**src/rtl/hazard_scoreboard.sv**
```systemverilog
// Per-register scoreboard of in-flight writes. Drives operand forwarding selects,
// the decode hazard stall and a saturating stall counter.
module hazard_scoreboard #(
    parameter int NSRC = 2,
    parameter int AW   = 5,
    parameter int CNTW = 32
) (
    input  logic                 CLK,
    input  logic                 RST,
    input  logic                 D_VALID,
    input  logic [NSRC*AW-1:0]   D_ADDR,
    input  logic [NSRC-1:0]      D_USE,
    input  logic                 D_WEN,
    input  logic [AW-1:0]        D_WADDR,
    input  logic [1:0]           D_LAT,
    input  logic                 EXT_STALL,
    input  logic                 FLUSH,
    output logic [NSRC*2-1:0]    FWD_SEL,
    output logic                 STALL,
    output logic [(2**AW)-1:0]   BUSY,
    output logic [CNTW-1:0]      STALL_CNT
);

    localparam int NREGS = 2**AW;

    logic [NREGS-1:0] r_busy;
    logic [1:0]       r_age [NREGS];
    logic [1:0]       r_lat [NREGS];
    logic [CNTW-1:0]  r_stall_cnt;

    logic [AW-1:0]     w_src [NSRC];
    logic [NSRC*2-1:0] w_fwd_sel;
    logic [NSRC-1:0]   w_hazard;
    logic              w_stall;
    logic              w_issue;
    logic              w_alloc;
    logic [1:0]        w_new_lat;

    for (genvar i = 0; i < NSRC; i++) begin : g_src
        assign w_src[i] = D_ADDR[i*AW +: AW];
    end

    // A source hazards only while its youngest producer has not yet reached its result stage.
    always_comb begin
        w_fwd_sel = '0;
        w_hazard  = '0;
        for (int i = 0; i < NSRC; i++) begin
            if (D_USE[i] && (w_src[i] != '0) && r_busy[w_src[i]]) begin
                w_fwd_sel[i*2 +: 2] = r_age[w_src[i]];
                w_hazard[i]         = (r_age[w_src[i]] < r_lat[w_src[i]]);
            end
        end
    end

    assign w_stall   = D_VALID & ~FLUSH & (|w_hazard);
    assign w_issue   = D_VALID & ~w_stall & ~EXT_STALL & ~FLUSH;
    assign w_alloc   = w_issue & D_WEN & (D_WADDR != '0);
    assign w_new_lat = (D_LAT == 2'd0) ? 2'd1 : D_LAT;

    // Allocation takes priority over aging/retire of the same entry.
    always_ff @(posedge CLK) begin
        if (RST) begin
            r_busy <= '0;
            for (int r = 0; r < NREGS; r++) begin
                r_age[r] <= 2'd0;
                r_lat[r] <= 2'd0;
            end
        end else if (!EXT_STALL) begin
            for (int r = 0; r < NREGS; r++) begin
                if (w_alloc && (D_WADDR == AW'(r))) begin
                    r_busy[r] <= 1'b1;
                    r_age[r]  <= 2'd1;
                    r_lat[r]  <= w_new_lat;
                end else if (r_busy[r]) begin
                    if (r_age[r] == 2'd3) begin
                        r_busy[r] <= 1'b0;
                    end else begin
                        r_age[r] <= r_age[r] + 2'd1;
                    end
                end
            end
        end
    end

    always_ff @(posedge CLK) begin
        if (RST) begin
            r_stall_cnt <= '0;
        end else if (w_stall && !EXT_STALL && (r_stall_cnt != '1)) begin
            r_stall_cnt <= r_stall_cnt + CNTW'(1);
        end
    end

    assign FWD_SEL   = w_fwd_sel;
    assign STALL     = w_stall;
    assign BUSY      = r_busy;
    assign STALL_CNT = r_stall_cnt;

endmodule

```
**config.mk**
```make
export PLATFORM = sky130hd
export DESIGN_NAME = hazard_scoreboard
export DESIGN_NICKNAME = d
export VERILOG_FILES = /design/src/rtl/hazard_scoreboard.sv
export SDC_FILE = /design/constraint.sdc
export NUM_CORES = 1
export LEC_CHECK = 0
export CAP_MARGIN = 20
export CORE_MARGIN = 4
export CORE_UTILIZATION = 54
export CTS_CLUSTER_SIZE = 24
export DETAILED_ROUTE_END_ITERATION = 10
export PLACE_DENSITY = 0.88
export SLEW_MARGIN = 5
export SYNTH_ARGS = -nofsm -noshare
export SYNTH_HDL_FRONTEND = slang
export SYNTH_SLANG_ARGS = --single-unit
```
**constraint.sdc**
```tcl
create_clock -name CLK -period 6.5 [get_ports CLK]
set_input_delay 1.3 -clock CLK [delete_from_list [all_inputs] [get_ports CLK]]
set_output_delay 1.3 -clock CLK [all_outputs]
set_load 0.005 [all_outputs]
```
==> metrics.cfg <==
[status]
status = finished, final reports clean

[cts]
htree_levels = 4
numCtsBuffers = 17
clockBufferDepth = 2
clkSinkCount = 192
cts_resized = 0
cts_setup_buffers = 0
cts_hold_buffers = 0
tritoncts = done
path_clk_slew_ns = 0.07
root_buffer = clkbuf_16
worstSkewPairLatency_ns = 0.45

[pwr]
irDropWorstVdd_uv = 180
power.density_nw_per_um2 = 207
p_leak_nw = 4.86

[critical_path]
cp.arrival_ns = 5.03
timing.rr.start = r_age[15][1]$_SDFFCE_PN0P_
crit_start = D_ADDR[5]
startpoint_type = primary input
cp_max_fo = 30
slowest_delay_ns = 0.53
crit_slowest_cell = clkdlybuf4s50_1
end_kind = primary output
path_cells = buf_2 -> buf_12 -> buf_4 -> mux4_2 -> mux2i_1 -> a21oi_1 -> nor2_1 -> o21ai_0 -> ha_1 -> inv_1 -> a311oi_1 -> a221o_1 -> o32ai_2 -> and3b_1 -> clkdlybuf4s50_1
critPathKind = in2out
crit_required_ns = 5.20

[grt]
antenna_found_initial = 2
grt_usage_pct = 30.5
grt-ovfl-total = 0
grt_pass1_wl_mm = 57.1
grt_pass1_vias = 9944
grt_max_degree = 85

[timing]
min_period_over_period_pct = 97.4
period_minus_slack_ns = 6.33
worst_slack_ns = 0.168
hold_viol_final = 0
fin_skew_ns = 0.0116
slew_violations = 0
rsz0062_at_grt = false
max_slew_margin_pct = 38.1
worst_pin_slew_ns = 0.928
tns_ns = 0
setup_viol = 0
fmax_ghz = 0.158

[placement]
numPortBuffers = 93
gp_congestion = 1.06
pre_cts_slack_ns = 0.313
hpwl_mm = 26.6

[drt]
first_pass_iters = 6
ant_nets = 0
wl_per_cell_microns = 25.4
drtIter0Drc = 1600
viasPerCell = 7.06
drc_errors = 0
routed_wl_mm = 36.9
num_vias = 10200

[logic_synthesis]
seq_area_frac_synth_pct = 43.6
syn_inst = 1106
synth_ff_type = edfxtp_1
synth-async-reset-ratio_pct = 0
yosys.cell_types.count = 61
ys_seq_elements = 192
syn-mean-instance-area_sq_um = 10.6
synth_area_sq_um = 11700
synth_edf_count = 128
synth_warnings = 0

[die]
io_pins = 94
die_x_microns = 155
core_sq_um = 21200
die_area_sq_um = 24200
initial_utilization_pct = 55.3
die_h_microns = 155
row_count = 53

[cells_and_area]
finalNetCount = 1222
final_common_cell = edfxtp_1
final_cell_mix = edfxtp_1 (128), nor2_1 (101), clkdlybuf4s50_1 (88)
diodes = 0
area_growth_pct = 14.4
layout-drive-gt1-share_pct = 13.7

[min_path]
hold_class = reg2reg
min_from = BUSY[0]$_SDFFE_PP0N_

[job]
cap_violations = 0

[routing by layer]
metal,global-route usage (%),wire length (microns),up-vias
li1,-,-,4335
met5,0,21,-
met1,39.5,12900,4862
met4,13.5,2000,4
met2,47.9,17000,867
met3,9.10,4960,172
[path summary, 6_finish.rpt]
path | to | slack, ns | cells past startpoint
worst max-delay path | STALL | 0.17 | 15
worst min-delay path | BUSY[0]$_SDFFE_PP0N_ | 0.48 | 2
worst max register to register | r_age[27][0]$_SDFFCE_PP0P_ | 1.89 | 14
worst min register to register | BUSY[0]$_SDFFE_PP0N_ | 0.48 | 2
[per-stage QoR]
| step | power [W] | utilization (%) | hold WS, ns | std cells | cell area (sq um) |
|---|---|---|---|---|---|
| finish | 0.00279 | 63.3 | 0.480 | 1450 | 13400 |
| global route | 0.00287 | 63.3 | 0.522 | 1450 | 13400 |
| CTS | 0.00278 | 63.3 | 0.489 | 1449 | 13400 |
| detailed placement | 0.00175 | 60.5 | 0.475 | 1417 | 12800 |
| global placement | 0.00173 | 60.5 | 0.471 | 1417 | 12800 |
| floorplan | 0.00163 | - | 0.451 | 1107 | 11700 |
[cells in the mapped netlist, drive strengths merged (12+ instances only)]
| cell | n | area share (%) |
|---|---|---|
| and3 | 34 | 1.8 |
| o21bai | 26 | 1.7 |
| ha | 35 | 3.7 |
| or2 | 16 | 0.85 |
| or3 | 25 | 1.3 |
| dfxtp | 64 | 11 |
| mux2i | 39 | 3.3 |
| o22ai | 36 | 1.9 |
| nand2 | 51 | 1.7 |
| nand4 | 29 | 1.5 |
| mux4 | 69 | 13 |
| nand2b | 16 | 0.85 |
| nor2 | 101 | 3.2 |
| nand3 | 25 | 1.1 |
| inv | 50 | 1.6 |
| nor2b | 12 | 0.64 |
| a21o | 24 | 1.5 |
| nor3 | 18 | 0.81 |
| o21ai | 80 | 3.4 |
| a21oi | 42 | 1.8 |
| clkbuf | 58 | 1.9 |
| edfxtp | 128 | 33 |
| buf | 29 | 1.4 |
[registers in the layout, indices dropped and copies added (netlist names)]
| name | cells |
|---|---|
| BUSY | 32 |
| r_age | 64 |
| r_lat | 64 |
| STALL_CNT | 32 |
[worst max-delay path, delay by kind of cell]
kind | cells | cell delay [ns]
buffers and inverters | 5 | 1.21
AOI/OAI and AO/OA | 5 | 1.11
adders and majority gates | 1 | 0.36
and+or+nand+nor | 2 | 0.34
muxes | 2 | 0.68
[cells by family (layout without fill, tap and decap cells)]
family	count (synthesis)	in the layout	share of synthesized area [%]
AOI/OAI and AO/OA	259	259	14.0
adders and majority gates	35	35	3.73
and+or+nand+nor	354	354	15.6
muxes	117	117	17.4
xor gates and xnor gates	11	11	0.820
DFF	192	192	43.6
other	1	2	0.0319
buffers and inverters	137	205	4.85
[layout make-up]
type / instances / area, sq um
clock inverters: 15 / 154
clock buffers: 17 / 425
multi-input cells: 778 / 6050
fillers: 1655 / 7780
well taps: 275 / 344
inverters: 50 / 188
flip-flops and latches: 192 / 5120
repair buffers: 123 / 1150
[power breakdown]
group	switching, W	total, W	internal [W]
Combinational	0.000203	0.000351	0.000148
Sequential	0.0000414	0.00138	0.00134
Clock	0.000511	0.00105	0.000542
Total	0.000756	0.00279	0.00203
No activity file was read; power rests on OpenSTA's default activity.
